==> src/rtl/pwm_peripheral.sv <==
// pwm_peripheral: multi-channel PWM generator driven by the SPI register block.
// A clock prescaler and an 8-bit period counter (0..254) set the PWM frequency.
// Every channel compares the period counter against a shared active duty value.
// period_start pulses for one clk after each period wrap.
// Optional feature macro: PWM_SYNC_UPDATE_EN. When it is defined, the active duty
// is reloaded only at the period wrap, so changes are glitch-free. When it is
// undefined, the active duty follows the duty input every clk.
module pwm_peripheral #(
   parameter int unsigned NUM_CH   = 8,
   parameter int unsigned PRESCALE = 10
) (
   input  logic              clk,
   input  logic              rst_n,
   input  logic [NUM_CH-1:0] out_en,
   input  logic [NUM_CH-1:0] pwm_en,
   input  logic [7:0]        duty,
   output logic [NUM_CH-1:0] pwm_out,
   output logic              period_start
);

   localparam int unsigned PRE_W = (PRESCALE > 1) ? $clog2(PRESCALE) : 1;
   localparam int unsigned CNT_W = 8;

   localparam logic [PRE_W-1:0] PRE_LAST  = PRE_W'(PRESCALE - 1);
   localparam logic [CNT_W-1:0] CNT_LAST  = CNT_W'(254);
   localparam logic [CNT_W-1:0] DUTY_FULL = CNT_W'(255);

   logic [PRE_W-1:0]  pre_cnt;
   logic [CNT_W-1:0]  pwm_cnt;
   logic [CNT_W-1:0]  duty_act;
   logic              tick_c;
   logic              wrap_c;
   logic              pwm_hi_c;
   logic [NUM_CH-1:0] next_out_c;

   // Tick and wrap strobes decoded from the current counter values
   always_comb begin
      tick_c   = 1'b0;
      wrap_c   = 1'b0;
      pwm_hi_c = 1'b0;
      tick_c   = (pre_cnt == PRE_LAST);
      wrap_c   = tick_c && (pwm_cnt == CNT_LAST);
      pwm_hi_c = (duty_act == DUTY_FULL) || (pwm_cnt < duty_act);
   end

   // Prescaler: counts 0..PRESCALE-1 and wraps on each tick
   always_ff @(posedge clk) begin
      if (!rst_n) begin
         pre_cnt <= '0;
      end else if (tick_c) begin
         pre_cnt <= '0;
      end else begin
         pre_cnt <= pre_cnt + PRE_W'(1);
      end
   end

   // Period counter: advances on tick, runs 0..254 and wraps
   always_ff @(posedge clk) begin
      if (!rst_n) begin
         pwm_cnt <= '0;
      end else if (wrap_c) begin
         pwm_cnt <= '0;
      end else if (tick_c) begin
         pwm_cnt <= pwm_cnt + CNT_W'(1);
      end
   end

   // Period start strobe: one clk high right after the wrap edge
   always_ff @(posedge clk) begin
      if (!rst_n) begin
         period_start <= 1'b0;
      end else begin
         period_start <= wrap_c;
      end
   end

`ifdef PWM_SYNC_UPDATE_EN
   // Active duty is reloaded only at the wrap, so the running period completes unchanged
   always_ff @(posedge clk) begin
      if (!rst_n) begin
         duty_act <= '0;
      end else if (wrap_c) begin
         duty_act <= duty;
      end
   end
`else
   // Active duty follows the register every clk; runt or stretched pulses are allowed
   always_ff @(posedge clk) begin
      if (!rst_n) begin
         duty_act <= '0;
      end else begin
         duty_act <= duty;
      end
   end
`endif

   // Per-channel output select: disabled -> 0, static mode -> 1, PWM mode -> compare
   always_comb begin
      next_out_c = '0;
      for (int i = 0; i < NUM_CH; i++) begin
         if (!out_en[i]) begin
            next_out_c[i] = 1'b0;
         end else if (!pwm_en[i]) begin
            next_out_c[i] = 1'b1;
         end else begin
            next_out_c[i] = pwm_hi_c;
         end
      end
   end

   // Output pins are registered
   always_ff @(posedge clk) begin
      if (!rst_n) begin
         pwm_out <= '0;
      end else begin
         pwm_out <= next_out_c;
      end
   end

endmodule

==> config.mk <==
export PLATFORM = sky130hd
export DESIGN_NAME = pwm_peripheral
export DESIGN_NICKNAME = d
export VERILOG_FILES = /design/src/rtl/pwm_peripheral.sv
export SDC_FILE = /design/constraint.sdc
export NUM_CORES = 1
export LEC_CHECK = 0
export ABC_AREA = 1
export CORE_MARGIN = 8
export CORE_UTILIZATION = 61
export CTS_CLUSTER_DIAMETER = 100
export DETAILED_ROUTE_END_ITERATION = 6
export DONT_BUFFER_PORTS = 1
export PLACE_DENSITY = 0.77
export SETUP_SLACK_MARGIN = 0.5
export SLEW_MARGIN = 25
export SYNTH_ARGS = -nofsm -noshare
export SYNTH_HDL_FRONTEND = slang
export SYNTH_SLANG_ARGS = --single-unit
==> constraint.sdc <==
create_clock -name clk -period 1.4 [get_ports clk]
set_input_delay 0.28 -clock clk [delete_from_list [all_inputs] [get_ports clk]]
set_output_delay 0.28 -clock clk [all_outputs]
set_load 0.01 [all_outputs]
==> results by group, run 1 <==
Timing
  • Worst slew margin: 0.770
  • Final hold vios: 0
  • Setup tns final: -0.651 ns
  • Max Transition Viols Final: 0
  • Clk_skew: 0.0127 ns
  • Post-layout min period: 1.50 ns
  • RSZ-0062 raised after global routing: true
  • Worst-Margin Slew: 0.342 ns
  • Fmax: 667 MHz
  • Setup ws final: -0.0984 ns
  • Final Setup Violations: 15
  • Final Cycle Share: 1.07

Logic synthesis
  • Area leader, netlist: dfxtp_1
  • Synth Cell Area: 1380 um2
  • Avg Cell Area, Syn: 7.28 um2
  • Sequential-to-total area share from yosys stat: 0.420
  • Synth unique cells: 20
  • Yosys top cell area share: 0.420
  • Top cells by area, synth: dfxtp_1 (42%), nand2_1 (15%), inv_1 (11%)
  • Cells after Synth: 190
  • #FFs+latches synth: 29
  • Synth warnings: 0
  • Syn_nets: 227

Die
  • Die width: 63.6 um
  • Starting Density: 0.637
  • Die footprint: 4050 um2
  • Die height: 63.6 um
  • Row Count: 17
  • CORE AREA: 2170 um2
  • I/O pin cnt: 35

Pwr
  • NetSw: 0.417 mW
  • Pwr Density: 880 nW/um2
  • Sw Ratio: 0.236
  • Clock Power Share: 0.403
  • Pleak: 0.953 nW
  • Gate power share: 0.097
  • Internal Power: 1.35 mW
  • Power Total: 1.77 mW
  • Reg power frac: 0.499
  • Peak VDD IR: 0.894 mV

Drt
  • Vias: 1357
  • Post-Route WL: 4740 um
  • 1st-iter DRT viols: 57
  • # DRC: 0
  • Final ANT Viol Nets: 0
  • Pre-antenna DRT Iters: 4
  • Via/cell ratio: 5.68
  • Routed wire per std cell: 19.8 um

Worst setup path
  • Startpoint types: register
  • CP max-delay cell: dfxtp_2
  • Critical path, cell by cell: inv_2 -> ha_4 -> nand2_1 -> nand2_1 -> nand2_1 -> nand2_1 -> nand2_2 -> nand2_4 -> nand3_2 -> nand2_1 -> inv_1
  • R2r startpoint: duty_act[1]
  • CP Data Required Time: 1.63 ns
  • Max FO, Critical Path: 8
  • Most common cell on crit path: nand2_1
  • Crit path to: pwm_out[5]
  • Flop2flop setup slack: -0.1 ns
  • Worst Setup Path Type: reg2reg
  • Crit path DAT: 1.72 ns
  • Critical Path Source: duty_act[1]
  • Reg2reg path depth: 11
  • Crit path capture type: register
  • Largest stage delay on the critical path: 0.33 ns
  • Reg2reg end: pwm_out[5]

Finish
  • Ratio of cells with drive above 1 in the final layout: 0.521
  • NumNets Final: 247
  • Core Util, Final: 0.927
  • Most frequent cells in the layout: nand2_1 (45), inv_1 (32), dfxtp_2 (18), inv_2 (11), buf_4 (9)
  • Ant diodes: 0
  • Layout overhead on the synthesized area: 45.5%
  • Layout Cells excl Fill: 239
  • Most common cell after layout, fill and taps aside: nand2_1
  • Final instance area: 2010 um2

Place
  • PortBufs: 0
  • Placed cells: 218
  • Area after DPL: 1460 um2
  • Detailed Place HPWL: 2090 um
  • Placer congestion estimate: 0.819

Status
  • Failing checks: setup timing
  • Status: finished with violations

Global route
  • Number of global-route vias before repair: 1272
  • Total grt overflow: 0
  • Total track usage: 0.175
  • Antenna violations before repair: 0
  • First-pass GRT wire length: 5670 um
  • Largest net degree at the start of global routing: 20

CTS
  • Total CTS buffers: 5
  • Clk_lat worst skew: 0.33 ns
  • Clk root buf: clkbuf_4
  • CTS tree: yes
  • Clock Pin Slew Worst Setup and Hold Paths: 0.09 ns
  • Clock Path Buffers: 2
  • Clk sinks: 29
  • H-tree depth: 2

Run
  • Max_cap viols: 0

Min path
  • Worst Hold Class: in2reg
-- timing repair --
action,CTS,global route
setup endpoints to repair,30,30
pin swaps,11,24
hold buffers,0,0
gates resized for setup,44,54
buffers inserted,8,5
-- cell usage after synthesis --
library cell,number
nor4_1,1
nand2_1,54
a21oi_1,9
and3_1,1
nor3_2,3
xnor2_1,1
nor3_1,3
or2_0,2
inv_1,42
nand3_1,12
or2_2,1
dfxtp_1,29
buf_2,2
nor2_4,2
nor3b_1,2
inv_2,2
nand2_2,3
ha_1,11
nand4_1,1
nor2_1,9
-- critical path, delay by kind of cell (launching register included) --
kind,cells,cell delay (ns)
adder cells (fa/ha/maj),1,0.25
buffers and inverters,2,0.09
AND/OR/NAND/NOR,8,0.73
flip-flops,1,0.33
-- how the worst min path moves through the flow --
stage | startpoint | endpoint | slack [ns] | cells after the start
finish | duty[4] | duty_act[4] | 0.05 | 2
global route | rst_n | duty_act[7] | 0.04 | 2
CTS | rst_n | duty_act[1] | 0.04 | 2
detailed placement | rst_n | duty_act[1] | 0.38 | 2
global placement | rst_n | duty_act[2] | 0.38 | 2
floorplan | duty[0] | duty_act[0] | 0.38 | 2
-- sequential cells by signal (all words and copies together), names as in the netlist --
name          cells
pre_cnt           4
duty_act          8
pwm_cnt           8
period_start      1
pwm_out           8
-- power by group through the flow --
stage / Sequential [mW] / Clock (mW) / Combinational (mW)
5_1_grt: 0.887 / 0.750 / 0.188
3_3_place_gp: 0.903 / 0 / 0.0843
6_report: 0.884 / 0.714 / 0.173
2_1_floorplan: 0.899 / 0 / 0.0830
4_1_cts: 0.885 / 0.720 / 0.122
3_5_place_dp: 0.905 / 0 / 0.0919
-- cell type report --
| cell class | instances | area [um2] |
|---|---|---|
| Multi-Input combinational cell | 115 | 962 |
| Sequential cell | 29 | 622 |
| Inverter | 44 | 173 |
| Fill cell | 76 | 158 |
| Timing Repair Buffer | 15 | 135 |
| Clock buffer | 7 | 55.1 |
| Tap cell | 28 | 35.0 |
| Clock inverter | 1 | 30.0 |
-- layer usage --
metal / vias to the layer above / share of wire / global-route usage
met4: 0 / 0.053 / 0.0975
met5: - / 0 / 0
li1: 610 / - / -
met1: 643 / 0.36 / 0.174
met3: 29 / 0.059 / 0.0583
met2: 75 / 0.53 / 0.312
-- per-stage QoR --
step	setup WS (ns)	hold WS [ns]
final	-0.0984	0.0525
after global placement	0.0566	0.378
after CTS	0.0670	0.0390
after global routing	-0.169	0.0411
after detailed placement	0.0263	0.382
after floorplan	0.121	0.378
-- cell families (layout without fill, tap and decap cells) --
group | count (synthesis) | count (layout) | share of synthesized area
buffers and inverters | 46 | 67 | 0.127
AND/OR/NAND/NOR | 94 | 94 | 0.315
flip-flops | 29 | 29 | 0.420
adder cells (fa/ha/maj) | 11 | 11 | 0.0995
XOR/XNOR | 1 | 1 | 0.00634
AO/OA/AOI/OAI | 9 | 9 | 0.0326
No activity file was read; power rests on OpenSTA's default activity.
==> run 2: changes to the inputs <==
==> constraint.sdc (replaced) <==
create_clock -name clk -period 1.6 [get_ports clk]
set_input_delay 0.32 -clock clk [delete_from_list [all_inputs] [get_ports clk]]
set_output_delay 0.32 -clock clk [all_outputs]
set_load 0.01 [all_outputs]
==> results by group, run 2 (synthesis gave the netlist of run 1 again) <==
Run
  • Max_cap viols: 0

CTS
  • CTS tree: yes
  • H-tree depth: 2
  • Clock Pin Slew Worst Setup and Hold Paths: 0.10 ns
  • Clock Path Buffers: 2
  • Clk_lat worst skew: 0.34 ns
  • Clk root buf: clkbuf_4
  • Clk sinks: 29
  • Total CTS buffers: 5

Drt
  • # DRC: 0
  • Routed wire per std cell: 15.3 um
  • 1st-iter DRT viols: 59
  • Pre-antenna DRT Iters: 4
  • Post-Route WL: 3620 um
  • Final ANT Viol Nets: 0
  • Vias: 1240
  • Via/cell ratio: 5.25

Place
  • Detailed Place HPWL: 2040 um
  • Place WS: 0.163 ns
  • Placer congestion estimate: 0.852
  • PortBufs: 0

Worst setup path
  • CP bufs+invs: 2
  • CP delay by family, top: simple AND/OR/NAND/NOR gates
  • CP Data Required Time: 1.88 ns
  • CP max-delay cell: dfxtp_2
  • Crit path DAT: 1.75 ns
  • Startpoint types: register
  • Crit path capture type: register
  • Largest stage delay on the critical path: 0.33 ns
  • Worst Setup Path Type: reg2reg
  • Max FO, Critical Path: 8
  • Critical path, cell by cell: inv_2 -> ha_4 -> a21oi_2 -> nor2_2 -> nor3_2 -> nand2_4 -> nand3_2 -> nand2_1 -> inv_1

Finish
  • Core Util, Final: 0.836
  • NumNets Final: 244
  • Most frequent cells in the layout: nand2_1 (44), inv_1 (35), dfxtp_1 (17), dfxtp_2 (10), inv_2 (9)
  • Largest registers: duty_act: 8 flops, pwm_cnt: 8 flops, pwm_out: 8 flops
  • Ratio of cells with drive above 1 in the final layout: 0.389
  • Most common cell after layout, fill and taps aside: nand2_1
  • Ant diodes: 0
  • Layout overhead on the synthesized area: 31.1%

Global route
  • Total grt overflow: 0
  • Largest net degree at the start of global routing: 20
  • First-pass GRT wire length: 4690 um
  • Total track usage: 0.144
  • Antenna violations before repair: 0
  • Number of global-route vias before repair: 1165

Timing
  • Final hold vios: 0
  • Setup ws final: 0.134 ns
  • Final Setup Violations: 0
  • Max Transition Viols Final: 0
  • Clk_skew: 0.0103 ns
  • RSZ-0062 raised after global routing: true
  • Final Cycle Share: 0.916
  • Worst slew margin: 0.757
  • Smallest hold slack: 0.0696 ns
  • Worst-Margin Slew: 0.363 ns
  • Fmax: 682 MHz
  • Post-layout min period: 1.47 ns
  • Setup tns final: 0 ns

Die
  • I/O pin cnt: 35
  • CORE AREA: 2170 um2
  • Die height: 63.6 um
  • Die width: 63.6 um
  • Die footprint: 4050 um2
  • Row Count: 17
  • Starting Density: 0.637

Pwr
  • Peak VDD IR: 0.699 mV
  • Pleak: 0.941 nW
  • Clock Power Share: 0.368
  • NetSw: 0.341 mW
  • Internal Power: 1.05 mW
  • Gate power share: 0.078
  • Sw Ratio: 0.245
  • Reg power frac: 0.553
  • Pwr Density: 768 nW/um2

Status
  • Status: completed

Min path
  • Worst Hold Class: in2reg
## run 2: changes by cell type in the layout (fill, tap and decap cells not counted), moves of 3 or more
cell / delta
a21oi_1: +4
buf_4: -3
dfxtp_1: +11
dfxtp_2: -8
dfxtp_4: -3
ha_4: -3
inv_1: +3
nand2_4: +5
nand3_1: +4
nand3_2: -4
nor2_4: -3
## run 2: layer usage
layer | vias to the layer above | share of wire | track usage
met3 | 8 | 0.066 | 0.0760
met1 | 565 | 0.40 | 0.134
met5 | - | 0 | 0
met4 | 0 | 0.022 | 0.0585
li1 | 603 | - | -
met2 | 64 | 0.51 | 0.257
## run 2: worst paths after layout
path,from,endpoint,slack (ns),depth (start not counted)
hold / removal,rst_n,duty_act[3],0.07,2
hold reg to reg,pwm_cnt[1],pwm_cnt[1],0.50,2
setup / recovery,duty_act[5],pwm_out[6],0.13,9
setup reg to reg,duty_act[5],pwm_out[6],0.13,9
## run 2: what timing repair did
| item | CTS | global route |
|---|---|---|
| hold buffers | 0 | 0 |
| pin swaps | 6 | 12 |
| endpoints found under the setup margin | 20 | 21 |
| buffers inserted | 9 | 3 |
| cloned | 0 | 0 |
| resized for setup | 26 | 32 |
| endpoints found under the hold margin | 0 | 0 |
## run 2: stage by stage
| stage | power [mW] | cell area (um2) | cells |
|---|---|---|---|
| 2_1_floorplan | 0.858 | 1410 | 190 |
| 3_3_place_gp | 0.863 | 1440 | 216 |
| 3_5_place_dp | 0.869 | 1440 | 216 |
| 4_1_cts | 1.37 | 1680 | 233 |
| 5_1_grt | 1.44 | 1810 | 236 |
| 6_report | 1.39 | 1810 | 236 |
## run 2: final cells by class
type / count / area, um2
inverters: 44 / 165
well taps: 28 / 35.0
flip-flops and latches: 29 / 601
fillers: 124 / 357
multi-input cells: 115 / 830
clock buffers: 7 / 65.1
clock inverters: 1 / 5.00
repair buffers: 12 / 113
## run 2: power by group through the flow
stage | clock (mW) | combinational [mW] | sequential [mW]
2_1_floorplan | 0 | 0.0716 | 0.787
6_report | 0.513 | 0.109 | 0.771
3_5_place_dp | 0 | 0.0783 | 0.791
4_1_cts | 0.508 | 0.0951 | 0.771
3_3_place_gp | 0 | 0.0732 | 0.790
5_1_grt | 0.542 | 0.122 | 0.774
==> run 3: changes to the inputs <==
--- a/config.mk
+++ b/config.mk
@@ -6,7 +6,7 @@
 export NUM_CORES = 1
 export LEC_CHECK = 0
 export ABC_AREA = 1
-export CORE_MARGIN = 8
+export CORE_MARGIN = 2
 export CORE_UTILIZATION = 61
 export CTS_CLUSTER_DIAMETER = 100
 export DETAILED_ROUTE_END_ITERATION = 6
==> results by group, run 3 (synthesis gave the netlist of run 1 again) <==
Status
  • Status: completed

Global route
  • Number of global-route vias before repair: 1082
  • Total grt overflow: 0
  • First-pass GRT wire length: 4360 um
  • Antenna violations before repair: 0
  • Largest net degree at the start of global routing: 20
  • Total track usage: 0.228

Drt
  • Post-Route WL: 2930 um
  • Via/cell ratio: 5.18
  • Routed wire per std cell: 12.6 um
  • # DRC: 0
  • 1st-iter DRT viols: 26
  • Vias: 1208
  • Final ANT Viol Nets: 0
  • Pre-antenna DRT Iters: 4

Finish
  • Layout Cells excl Fill: 233
  • Final instance area: 1740 um2
  • Ratio of cells with drive above 1 in the final layout: 0.361
  • NumNets Final: 242
  • Most frequent cells in the layout: nand2_1 (49), inv_1 (36), dfxtp_1 (14), dfxtp_2 (12)
  • Ant diodes: 0
  • Largest registers: duty_act: 8 flops, pwm_cnt: 8 flops, pwm_out: 8 flops
  • Most common cell after layout, fill and taps aside: nand2_1
  • Layout overhead on the synthesized area: 26.1%

Run
  • Max_cap viols: 0

Die
  • Die width: 51.6 um
  • Starting Density: 0.637
  • I/O pin cnt: 35
  • Die footprint: 2660 um2
  • Row Count: 17
  • CORE AREA: 2170 um2
  • Die height: 51.6 um

Min path
  • Worst Hold Class: in2reg
  • Hold Startpoint: duty[6]

CTS
  • Clock Path Buffers: 2
  • Clk root buf: clkbuf_4
  • CTS tree: yes
  • Clk_lat worst skew: 0.33 ns
  • H-tree depth: 2
  • Clk sinks: 29
  • Total CTS buffers: 5
  • Clock Pin Slew Worst Setup and Hold Paths: 0.09 ns
  • # hold bufs at CTS: 0

Pwr
  • Gate power share: 0.079
  • Pleak: 0.902 nW
  • Peak VDD IR: 0.700 mV
  • Clock Power Share: 0.338
  • NetSw: 0.318 mW
  • Sw Ratio: 0.241
  • Internal Power: 1.00 mW
  • Pwr Density: 757 nW/um2
  • Reg power frac: 0.583

Worst setup path
  • Crit path capture type: register
  • Critical Path Source: pwm_cnt[4]
  • Crit path DAT: 1.63 ns
  • Flop2flop setup slack: 0.24 ns
  • CP Data Required Time: 1.87 ns
  • Max FO, Critical Path: 8
  • Startpoint types: register
  • Worst Setup Path Type: reg2reg
  • R2r startpoint: pwm_cnt[4]

Place
  • Place WS: 0.196 ns
  • Detailed Place HPWL: 1840 um
  • Area after DPL: 1440 um2
  • Placer congestion estimate: 0.842
  • PortBufs: 0
  • Placed cells: 216

Timing
  • Final Setup Violations: 0
  • Setup ws final: 0.239 ns
  • Max Transition Viols Final: 0
  • Final Cycle Share: 0.851
  • Clk_skew: 0.0151 ns
  • Worst slew margin: 0.723
  • Setup tns final: 0 ns
  • RSZ-0062 raised after global routing: true
  • Final hold vios: 0
  • Post-layout min period: 1.36 ns
  • Fmax: 735 MHz
  • Worst-Margin Slew: 0.414 ns
## run 3: cell count changes in the layout (fill, tap and decap cells not counted), moves of 3 or more
cell | before | now
buf_4 | 6 | 9
dfxtp_1 | 17 | 14
buf_6 | 6 | 1
nand3_1 | 7 | 3
nand2_1 | 44 | 49
nand2_4 | 7 | 4
nand3_2 | 4 | 9
## run 3: power groups by stage
stage	registers, mW	clock network, mW	logic [mW]
floorplan	0.787	0	0.0716
global placement	0.789	0	0.0730
detailed placement	0.791	0	0.0789
CTS	0.770	0.449	0.100
global route	0.773	0.484	0.119
finish	0.769	0.446	0.105
## run 3: area by class of cell
| type | instances | area (um2) |
|---|---|---|
| Clock buffer | 7 | 55.1 |
| Fill cell | 145 | 427 |
| Inverter | 44 | 165 |
| Multi-Input combinational cell | 115 | 802 |
| Sequential cell | 29 | 607 |
| Tap cell | 28 | 35.0 |
| Timing Repair Buffer | 10 | 78.8 |
## run 3: final timing paths
check / endpoint / depth (start not counted)
setup / recovery: pwm_out[7] / 8
hold reg to reg: pwm_cnt[0] / 2
setup reg to reg: pwm_out[7] / 8
hold / removal: duty_act[6] / 2
## run 3: routing by layer
| metal | GRT usage | share of wire | routed length [um] | vias up |
|---|---|---|---|---|
| met5 | 0 | 0 | 0 | - |
| met4 | 0.0921 | 0.019 | 56 | 0 |
| met3 | 0.0920 | 0.054 | 158 | 9 |
| met2 | 0.395 | 0.52 | 1540 | 42 |
| met1 | 0.247 | 0.40 | 1180 | 559 |
| li1 | - | - | - | 598 |
## run 3: stage by stage
step,util,power [mW],hold slack [ns]
3_5_place_dp,0.662,0.870,0.419
3_3_place_gp,0.662,0.862,0.415
5_1_grt,0.803,1.38,0.0756
6_report,0.803,1.32,0.0897
4_1_cts,0.779,1.32,0.0790
2_1_floorplan,-,0.858,0.418
## run 3: timing repair
action,CTS,global route
resized for setup,32,15
pin swaps,15,5
setup buffers,8,2
endpoints found under the setup margin,21,21
## run 3: worst max-delay path, stage by stage (launching register included)
cell,delay [ns]
dfxtp_2,0.35
ha_1,0.22
a21oi_2,0.13
nor2_1,0.06
nor3_2,0.21
nand2_4,0.14
nand3_2,0.09
nand2_1,0.07
inv_1,0.05
